===== config.mk =====
export PLATFORM = sky130hd
export DESIGN_NAME = bus_timer_flat
export DESIGN_NICKNAME = d
export VERILOG_FILES = /design/src/rtl/bus_timer_pkg.sv /design/src/rtl/bus_timer_if.sv /design/src/rtl/bus_timer_prescaler.sv /design/src/rtl/bus_timer.sv /design/src/flat_wrapper.sv
export SDC_FILE = /design/constraint.sdc
export NUM_CORES = 1
export LEC_CHECK = 0
export BUFFER_PORTS_ARGS = -buffer_cell sky130_fd_sc_hd__buf_2
export CORE_MARGIN = 2
export CORE_UTILIZATION = 40
export DETAILED_ROUTE_END_ITERATION = 10
export PLACE_DENSITY = 0.67
export SLEW_MARGIN = 20
export SYNTH_ARGS = -nofsm -noshare
export SYNTH_HDL_FRONTEND = slang
export SYNTH_SLANG_ARGS = --single-unit

===== constraint.sdc =====
create_clock -name i_clock -period 3.8 [get_ports i_clock]
set_input_delay 0.95 -clock i_clock [delete_from_list [all_inputs] [get_ports i_clock]]
set_output_delay 0.95 -clock i_clock [all_outputs]
set_load 0.1 [all_outputs]

===== src/rtl/bus_timer_pkg.sv =====
`default_nettype none
// ============================================================================
//  Module      : bus_timer_pkg
//  Description : Shared constants for the bus_timer machine timer:
//                register word indices, CONTROL/STATUS bit positions,
//                reset values and the clock-divider helper.
//  Revision    : 1.0  initial release
// ============================================================================
package bus_timer_pkg;

    // Register word indices
    localparam logic [2:0] REG_MTIME_LO    = 3'd0;
    localparam logic [2:0] REG_MTIME_HI    = 3'd1;
    localparam logic [2:0] REG_MTIMECMP_LO = 3'd2;
    localparam logic [2:0] REG_MTIMECMP_HI = 3'd3;
    localparam logic [2:0] REG_CONTROL     = 3'd4;
    localparam logic [2:0] REG_STATUS      = 3'd5;

    // CONTROL / STATUS bit positions
    localparam int CTRL_EN        = 0;
    localparam int CTRL_IE        = 1;
    localparam int STATUS_PENDING = 0;

    // Reset values
    localparam logic [63:0] MTIMECMP_RESET = 64'hFFFF_FFFF_FFFF_FFFF;
    localparam logic [1:0]  CONTROL_RESET  = 2'b01;

    // Returns FREQUENCY/TICK_FREQUENCY, or 0 when the ratio is not a
    // positive integer (the caller turns 0 into an elaboration error).
    function automatic int unsigned calc_div(input int unsigned freq,
                                             input int unsigned tick);
        if (tick == 0)         return 0;
        if ((freq % tick) != 0) return 0;
        return freq / tick;
    endfunction

endpackage
`default_nettype wire


===== src/rtl/bus_timer_if.sv =====
`default_nettype none
// ============================================================================
//  Module      : bus_timer_if
//  Description : Request/ready slave bus shared by the SoC peripherals.
//  Ports       : i_request  - access request, held until o_ready
//                i_rw       - 1 = write, 0 = read
//                i_address  - register word index
//                i_wdata    - write data
//                o_rdata    - registered read data
//                o_ready    - single-cycle completion pulse
//  Revision    : 1.0  initial release
// ============================================================================
interface bus_timer_if;
    logic        i_request;
    logic        i_rw;
    logic [2:0]  i_address;
    logic [31:0] i_wdata;
    logic [31:0] o_rdata;
    logic        o_ready;

    modport master (
        output i_request, i_rw, i_address, i_wdata,
        input  o_rdata, o_ready
    );

    modport slave (
        input  i_request, i_rw, i_address, i_wdata,
        output o_rdata, o_ready
    );
endinterface
`default_nettype wire


===== src/rtl/bus_timer_prescaler.sv =====
`default_nettype none
// ============================================================================
//  Module      : timer_prescaler
//  Description : Counts 0..DIV-1 while enabled and emits a one-cycle tick
//                on the DIV-1 count. Disabled means frozen; i_clear forces 0.
//  Ports       : i_clock  - system clock
//                i_reset  - synchronous active-high reset
//                i_enable - count enable
//                i_clear  - restart the count at 0
//                o_tick   - increment strobe for mtime
//  Revision    : 1.0  initial release
// ============================================================================
module timer_prescaler #(
    parameter int unsigned DIV = 1
) (
    input  wire logic i_clock,
    input  wire logic i_reset,
    input  wire logic i_enable,
    input  wire logic i_clear,
    output logic      o_tick
);

    // DIV=1 still gets a 1-bit counter that never leaves 0, so every
    // enabled cycle is a tick without a separate code path.
    localparam int            CW   = (DIV > 1) ? $clog2(DIV) : 1;
    localparam logic [CW-1:0] LAST = CW'(DIV - 1);

    logic [CW-1:0] count_q;
    logic [CW-1:0] count_d;
    logic          w_last;

    assign w_last = (count_q == LAST);
    assign o_tick = i_enable && w_last;

    always_comb begin
        count_d = count_q;
        if (i_clear) begin
            count_d = '0;
        end else if (i_enable) begin
            count_d = w_last ? '0 : count_q + CW'(1);
        end
    end

    always_ff @(posedge i_clock) begin
        if (i_reset) begin
            count_q <= '0;
        end else begin
            count_q <= count_d;
        end
    end

endmodule
`default_nettype wire


===== src/rtl/bus_timer.sv =====
`default_nettype none
// ============================================================================
//  Module      : bus_timer
//  Description : Memory-mapped machine timer: 64-bit free-running mtime,
//                64-bit mtimecmp and a registered level interrupt.
//                Optional macro TIMER_SNAPSHOT_EN: a read of MTIME_LO latches
//                mtime[63:32] so a following MTIME_HI read is coherent.
//  Ports       : i_clock     - system clock, rising edge
//                i_reset     - synchronous active-high reset
//                bus         - request/ready slave bus (bus_timer_if.slave)
//                o_interrupt - registered level interrupt (PENDING & IE)
//  Revision    : 1.0  initial release
// ============================================================================
module bus_timer
    import bus_timer_pkg::*;
#(
    parameter int unsigned FREQUENCY      = 100_000_000,
    parameter int unsigned TICK_FREQUENCY = 1_000_000
) (
    input  wire logic    i_clock,
    input  wire logic    i_reset,
    bus_timer_if.slave   bus,
    output logic         o_interrupt
);

    localparam int unsigned DIV = calc_div(FREQUENCY, TICK_FREQUENCY);

    generate
        if (DIV == 0) begin : g_bad_div
            $error("bus_timer: FREQUENCY/TICK_FREQUENCY must be a positive integer");
        end
    endgenerate

    logic [63:0] mtime_q,    mtime_d;
    logic [63:0] mtimecmp_q, mtimecmp_d;
    logic [1:0]  control_q,  control_d;
    logic [31:0] rdata_q,    rdata_d;
    logic        ready_q;
    logic        irq_q;

    logic        w_accept;
    logic        w_wr;
    logic        w_rd;
    logic        w_mtime_wr;
    logic        w_tick;
    logic        w_pending;
    logic [31:0] w_rmux;

    // A request seen while o_ready is high is the same access still held
    // by the master, so it is not accepted a second time.
    assign w_accept   = bus.i_request && !ready_q;
    assign w_wr       = w_accept && bus.i_rw;
    assign w_rd       = w_accept && !bus.i_rw;
    assign w_mtime_wr = w_wr && ((bus.i_address == REG_MTIME_LO) ||
                                 (bus.i_address == REG_MTIME_HI));
    assign w_pending  = (mtime_q >= mtimecmp_q);

    timer_prescaler #(
        .DIV (DIV)
    ) u_prescaler (
        .i_clock  (i_clock),
        .i_reset  (i_reset),
        .i_enable (control_q[CTRL_EN]),
        .i_clear  (w_mtime_wr),
        .o_tick   (w_tick)
    );

`ifdef TIMER_SNAPSHOT_EN
    logic [31:0] snap_q, snap_d;

    always_comb begin
        snap_d = snap_q;
        if (w_rd && (bus.i_address == REG_MTIME_LO)) begin
            snap_d = mtime_q[63:32];
        end else if (w_wr && (bus.i_address == REG_MTIME_HI)) begin
            snap_d = bus.i_wdata;
        end
    end

    always_ff @(posedge i_clock) begin
        if (i_reset) begin
            snap_q <= '0;
        end else begin
            snap_q <= snap_d;
        end
    end
`endif

    always_comb begin
        w_rmux = 32'h0;
        case (bus.i_address)
            REG_MTIME_LO:    w_rmux = mtime_q[31:0];
`ifdef TIMER_SNAPSHOT_EN
            REG_MTIME_HI:    w_rmux = snap_q;
`else
            REG_MTIME_HI:    w_rmux = mtime_q[63:32];
`endif
            REG_MTIMECMP_LO: w_rmux = mtimecmp_q[31:0];
            REG_MTIMECMP_HI: w_rmux = mtimecmp_q[63:32];
            REG_CONTROL:     w_rmux = {30'h0, control_q};
            REG_STATUS:      w_rmux = {31'h0, w_pending};
            default:         w_rmux = 32'h0;
        endcase
    end

    always_comb begin
        mtime_d    = mtime_q;
        mtimecmp_d = mtimecmp_q;
        control_d  = control_q;
        rdata_d    = rdata_q;

        if (w_tick) begin
            mtime_d = mtime_q + 64'd1;
        end

        // Bus writes come last so they override a same-cycle tick.
        if (w_wr) begin
            case (bus.i_address)
                REG_MTIME_LO:    mtime_d    = {mtime_q[63:32], bus.i_wdata};
                REG_MTIME_HI:    mtime_d    = {bus.i_wdata, mtime_q[31:0]};
                REG_MTIMECMP_LO: mtimecmp_d = {mtimecmp_q[63:32], bus.i_wdata};
                REG_MTIMECMP_HI: mtimecmp_d = {bus.i_wdata, mtimecmp_q[31:0]};
                REG_CONTROL:     control_d  = bus.i_wdata[1:0];
                default:         ;
            endcase
        end

        if (w_rd) begin
            rdata_d = w_rmux;
        end
    end

    always_ff @(posedge i_clock) begin
        if (i_reset) begin
            mtime_q    <= 64'h0;
            mtimecmp_q <= MTIMECMP_RESET;
            control_q  <= CONTROL_RESET;
            rdata_q    <= 32'h0;
            ready_q    <= 1'b0;
            irq_q      <= 1'b0;
        end else begin
            mtime_q    <= mtime_d;
            mtimecmp_q <= mtimecmp_d;
            control_q  <= control_d;
            rdata_q    <= rdata_d;
            ready_q    <= w_accept;
            irq_q      <= w_pending && control_q[CTRL_IE];
        end
    end

    assign bus.o_ready   = ready_q;
    assign bus.o_rdata   = rdata_q;
    assign o_interrupt   = irq_q;

endmodule
`default_nettype wire


===== src/flat_wrapper.sv =====
// flat-port wrapper written by rule: the top's interface ports become plain ports
module bus_timer_flat import bus_timer_pkg::*;
#(
    parameter int unsigned FREQUENCY      = 100_000_000,
    parameter int unsigned TICK_FREQUENCY = 1_000_000
)
  (i_clock, i_reset, o_interrupt, bus_i_request, bus_i_rw, bus_i_address, bus_i_wdata, bus_o_rdata, bus_o_ready);
  bus_timer_if bus_i ();
  input  wire logic i_clock;
  input  wire logic i_reset;
  output logic o_interrupt;
  input wire logic [$bits(bus_i.i_request)-1:0] bus_i_request;
  input wire logic [$bits(bus_i.i_rw)-1:0] bus_i_rw;
  input wire logic [$bits(bus_i.i_address)-1:0] bus_i_address;
  input wire logic [$bits(bus_i.i_wdata)-1:0] bus_i_wdata;
  output wire logic [$bits(bus_i.o_rdata)-1:0] bus_o_rdata;
  output wire logic [$bits(bus_i.o_ready)-1:0] bus_o_ready;
  assign bus_i.i_request = bus_i_request;
  assign bus_i.i_rw = bus_i_rw;
  assign bus_i.i_address = bus_i_address;
  assign bus_i.i_wdata = bus_i_wdata;
  assign bus_o_rdata = bus_i.o_rdata;
  assign bus_o_ready = bus_i.o_ready;
  bus_timer #(.FREQUENCY(FREQUENCY), .TICK_FREQUENCY(TICK_FREQUENCY)) u_core (.i_clock(i_clock), .i_reset(i_reset), .bus(bus_i), .o_interrupt(o_interrupt));
endmodule

## After elaboration in Yosys (flattened, before gate mapping)

Index checks and enable logic that the tools add are counted.

| storage, ports and cells | value |
|---|---|
| output and inout port bits | 34 |
| logic and storage cells | 42 |
| bits of input ports | 39 |
| register bits | 171 |

| cells by class | value |
|---|---|
| eq/ne operators | 8 |
| multiplexer cells | 6 |
| add/sub/neg operators | 2 |
| $lt $le $gt $ge | 1 |
| bitwise operators | 2 |
| reduce and logical (&&, ||, !) cells | 14 |

Operator list:

| cell | count |
|---|---|
| one-hot mux 64 bit (2 select lines) | 2 |
| one-hot mux 32 bit (6 select lines) | 1 |
| two-way mux 64 bit | 2 |
| adder 64 x 1 -> 64 bit, second input constant | 1 |
| greater-or-equal comparator 64 bit | 1 |
| adder 7 x 1 -> 7 bit, second input constant | 1 |
| == test 7 bit, second input constant | 1 |
| two-way mux 7 bit | 1 |
| == test 3 x 2 -> 1 bit, second input constant | 2 |
| == test 3 bit, second input constant | 2 |
| logical AND 1 bit | 6 |
| AND reduction 3 bit | 2 |
| != test 2 bit, second input constant | 2 |
| == test 3 x 1 -> 1 bit, second input constant | 1 |
| zero test 3 bit | 1 |
| zero test 1 bit | 2 |
| NOT 1 bit | 2 |
| AND reduction 2 bit | 1 |
| OR reduction 2 bit | 1 |
| logical OR 1 bit | 1 |

## Depth between registers and ports, before layout

| depth | value |
|---|---|
| depth after elaboration | 5 |
| gate-level depth with buffers | 10 |
| depth with buffers taken out | 9 |

## Modules after synthesis

From an unflattened synthesis, not the netlist that was laid out.

| second synthesis, totals | value |
|---|---|
| cells, all modules | 1296 |
| area, all modules | 9994.6 µm² |

Modules (own cells, without submodules):

| module | area each (µm²) | seq. area each (µm²) | cells an instance | times used |
|---|---|---|---|---|
| bus_timer | 9630.5 | 3283.1 | 1260 | 1 |
| timer_prescaler | 364.1 | 140.1 | 36 | 1 |

## Worst setup path after synthesis

Ideal clock, no wire load.

| timing path | value |
|---|---|
| kind | input -> register |
| from | input port bus_i_address[0] |
| to | register u_core.mtime_q[24] |
| stages on the path | 9 |
| arrival | 2.811 ns |
| required time | 3.672 ns |
| slack | 0.862 ns |
| path through | clkbuf_1 -> nor3b_1 -> nand2_1 -> nand2_1 -> clkbuf_1 -> clkbuf_1 -> nor3b_1 -> a221oi_1 -> nor2_1 |

| between the ends | value |
|---|---|
| word-level cells in the longest chain between the ends | 3 |
| elaborated cells on any way between the ends | 5 |
| those cells by class | 2 x eq/ne; 2 x mux; 1 x reduce/logical |

Ends and longest elaborated chain:

| what | line | RTL |
|---|---|---|
| start, declared | flat_wrapper.sv:14 | `input wire logic [$bits(bus_i.i_address)-1:0] bus_i_address;` |
| == test 3 x 1 -> 1 bit / zero test 3 bit (equally long branches) | bus_timer.sv:118 | `case (bus.i_address)` |
| one-hot mux 64 bit (2 select lines) | bus_timer.sv:118 |  |
| two-way mux 64 bit | bus_timer.sv:117 | `if (w_wr) begin` |
| end signal, assigned | bus_timer.sv:142 | `mtime_q <= mtime_d;` |
| end, declared | bus_timer.sv:34 | `logic [63:0] mtime_q, mtime_d;` |

Several ways; a longest one is shown, not always the timed one.
A chain may end at the register's enable or synchronous reset.

## Worst setup path in the final report

| timing path | value |
|---|---|
| from | register u_core.mtime_q[3] |
| to | register u_core.mtime_q[54] |

| between the ends | value |
|---|---|
| word-level cells in the longest chain between the ends | 4 |

Ends and longest elaborated chain:

| what | line | RTL |
|---|---|---|
| adder 64 x 1 -> 64 bit (*) | bus_timer.sv:113 | `mtime_d = mtime_q + 64'd1;` |
| two-way mux 64 bit (*) | bus_timer.sv:112 | `if (w_tick) begin` |
| one-hot mux 64 bit (2 select lines) | bus_timer.sv:118 |  |
| two-way mux 64 bit (*) | bus_timer.sv:117 |  |

Every way passes the cells marked *; elsewhere a longest branch is shown, timed or not.

==> reports/qor.csv <==
stage,metric,value,unit
synthesis,ys flop type,dfxtp_1,
route,drt pass-1 iters,6,
worst_setup_path,critical path required time,4160,ps
job,max_cap viols,0,
route,drt initial violations,842,
timing,f_max,320,MHz
floorplanning,# rows,57,
global_routing,met1 Track Usage GR,31.2,%
worst_setup_path,crit end category,flip-flop,
worst_setup_path,Worst EP arrival,3480,ps
worst_setup_path,RR Startpoint,u_core.mtime_q[3],
floorplanning,# IOs,73,
floorplanning,Die Height,162,µm
global_routing,first-pass GRT wire length,49200,µm
timing,Worst-Margin Slew,946,ps
worst_setup_path,element type at the critical path start,flip-flop,
floorplanning,chip width,162,µm
synthesis,register bit count reported by yosys,171,
timing,final setup skew,11.4,ps
route,Residual DRC,0,
worst_setup_path,Crit Path Max Fanout,9,
power,Leak Pwr,4.64,nW
placed_design,GPL Wtd Cong,0.868,
finish,fin area,11200,µm²
finish,area growth from synthesis to layout,11.8,%
clock_tree,CTS HTree Levels,4,
synthesis,Synth warnings,0,
timing,final slew viol count,0,
clock_tree,CTS Buf Count,17,
finish,diode count,0,
clock_tree,CTS sink cnt,171,
route,Post-Route WL,30400,µm
global_routing,vias in the first global route,9254,
synthesis,Synthesized Nets,1398,
clock_tree,clock tree root buffer cell,clkbuf_16,
synthesis,register area share after synthesis,34.2,%
global_routing,Overall Global Routing Usage,23.2,%
timing,crit path time final,3130,ps
finish,layout cells sized above 1,11.3,%
synthesis,average size of a mapped cell,7.73,µm²
synthesis,share of flip-flops with an asynchronous set or reset,0,%
global_routing,global route hottest layer,met2,
hold_path,Worst Hold Endpoint,u_core.bus.o_ready,
global_routing,largest net degree at the start of global routing,118,
timing,period utilisation layout,82.3,%
status,outcome,"complete, no violations",
finish,Layout Nets,1419,
hold_path,min-delay worst type,flip-flop to flip-flop,
power,Pwr Density,346,nW/µm²
power,worst vdd ir,0.221,mV
route,drt wl/cell,18.4,µm
timing,setup_tns,0,ps
timing,Slew Limit Headroom,37.0,%
synthesis,post-synth cell types,59,
worst_setup_path,Worst Reg-to-Reg Cells,7,
synthesis,Post-Syn Instances,1293,
timing,"Hold Vio Cnt, Final",0,
placed_design,"Cell Area, Placed",10600,µm²
timing,RSZ-0062 raised after global routing,no,
global_routing,initial antenna violation count,1,
floorplanning,CORE AREA,24500,µm²
synthesis,Mapped Area,10000,µm²
floorplanning,Die ar.,26300,µm²
finish,"commonest non-fill, non-tap cell in the layout",dfxtp_1,
worst_setup_path,worst reg-to-reg setup slack,670,ps
hold_path,startpoint of the worst hold path,u_core.bus.o_ready,
global_routing,met3 global-route usage,3.73,%
timing,"Setup violations, final",0,
power,Power Total,3.87,mW
finish,most frequent cells in the layout,"dfxtp_1, nor2_1, a21oi_1",
placed_design,post-detail-place hpwl,21400,µm
hold_path,Worst Hold Depth,1,
clock_tree,Clock Latency Late Sink,440,ps
worst_setup_path,kind of critical path,flip-flop to flip-flop,
global_routing,GR Util met2,37.8,%
clock_tree,Hold Buf Count CTS,0,
route,routed vias,9908,
floorplanning,initial core utilization,40.9,%
clock_tree,CTS resizes,0,
clock_tree,Post-CTS Setup Inserts,0,
route,Final ANT Viol Nets,0,
synthesis,Post-synth EDFFs,0,
clock_tree,TritonCTS clock tree,done,
route,Vias/cell,6.00,
placed_design,# port buffers,72,
global_routing,global route overflow,0,
clock_tree,Longest Clk Path Bufs,2,
clock_tree,clock transition at the registers of the reported paths,70,ps
worst_setup_path,reg-to-reg endpoint,u_core.mtime_q[54],
finish,Fill cells,2459,
## through the flow
| stage | setup WS, ps | util (%) | instances | hold slack (ps) |
|---|---|---|---|---|
| 2_1_floorplan | 862 | - | 1293 | 444 |
| 3_3_place_gp | 872 | 43.5 | 1619 | 432 |
| 3_5_place_dp | 769 | 43.5 | 1619 | 449 |
| 4_1_cts | 728 | 45.7 | 1651 | 461 |
| 5_1_grt | 397 | 45.7 | 1651 | 486 |
| 6_report | 673 | 45.7 | 1651 | 456 |
## final cells by class
type,instances,area (µm²),area share (%)
clock inverter,12,91.3,0.817
inverter,72,270,2.42
clock buffer,20,447,4.00
tap,324,405,3.63
timing repair buffer,101,597,5.34
sequential,171,3420,30.6
multi-input combinational,951,5950,53.2
## cell usage after synthesis (6+ instances only)
cell | instances | area [µm²]
a211o_1 | 65 | 569
a211oi_1 | 11 | 82.6
a21o_1 | 13 | 97.6
a21oi_1 | 144 | 721
a22oi_1 | 77 | 578
a31oi_1 | 33 | 206
and2_1 | 10 | 62.6
and3_1 | 15 | 93.8
and4_1 | 9 | 78.8
buf_1 | 11 | 41.3
clkbuf_1 | 82 | 308
dfxtp_1 | 171 | 3420
ha_1 | 66 | 826
inv_1 | 72 | 270
nand2_1 | 86 | 323
nand3_1 | 34 | 170
nand4_1 | 34 | 213
nor2_1 | 165 | 619
nor3_1 | 21 | 105
nor4_1 | 18 | 113
o211ai_1 | 9 | 67.6
o21ai_0 | 55 | 275
or3_1 | 10 | 62.6
or4_1 | 8 | 60.1
xor2_1 | 6 | 52.6
## worst max-delay path: stages, from the launching register on
cell	delay (ps)
dfxtp_1	470
and3_1	330
nand4_1	360
or4_1	620
nor3_2	460
nand4_1	180
or3b_2	460
a31oi_1	170
## metal layers
layer	routed length [µm]	part of all wire [%]	up-vias
met5	13	0.043	-
met1	13700	45	4716
li1	-	-	4796
met4	740	2.4	2
met3	1720	5.6	57
met2	14300	47	337
## sequential cells by signal, indices dropped and copies added, names as in the netlist
name / flops
u_core.bus.o_rdata: 32
u_core.bus.o_ready: 1
u_core.control_q: 2
u_core.mtime_q: 64
u_core.mtimecmp_q: 64
u_core.o_interrupt: 1
u_core.u_prescaler.count_q: 7
## logic make-up after synthesis
family,count (synthesis),share of synthesized area (%)
AOI/OAI and AO/OA,433,28.2
xor gates and xnor gates,10,0.876
adders and majority gates,66,8.26
buffers and inverters,171,6.49
DFF,171,34.2
muxes,3,0.551
and+or+nand+nor,439,21.4
## how the worst max path moves through the flow
stage                     cells after the start                 end                          start  slack [ps]
after floorplan                               9  u_core.mtime_q[24]               bus_i_address[0]         860
after global placement                        8  u_core.mtime_q[54]  u_core.u_prescaler.count_q[0]         870
after detailed placement                      7  u_core.mtime_q[54]              u_core.mtime_q[3]         770
after CTS                                     7  u_core.mtime_q[54]              u_core.mtime_q[3]         730
after global routing                          7  u_core.mtime_q[54]              u_core.mtime_q[3]         400
final                                         7  u_core.mtime_q[54]              u_core.mtime_q[3]         670
## power breakdown
group | total (mW) | internal [mW] | leakage [nW] | switching, mW
clock network | 1.66 | 0.862 | 0.262 | 0.797
logic | 0.356 | 0.103 | 3.00 | 0.253
registers | 1.86 | 1.83 | 1.39 | 0.0317
No activity file was read; power rests on OpenSTA's default activity.
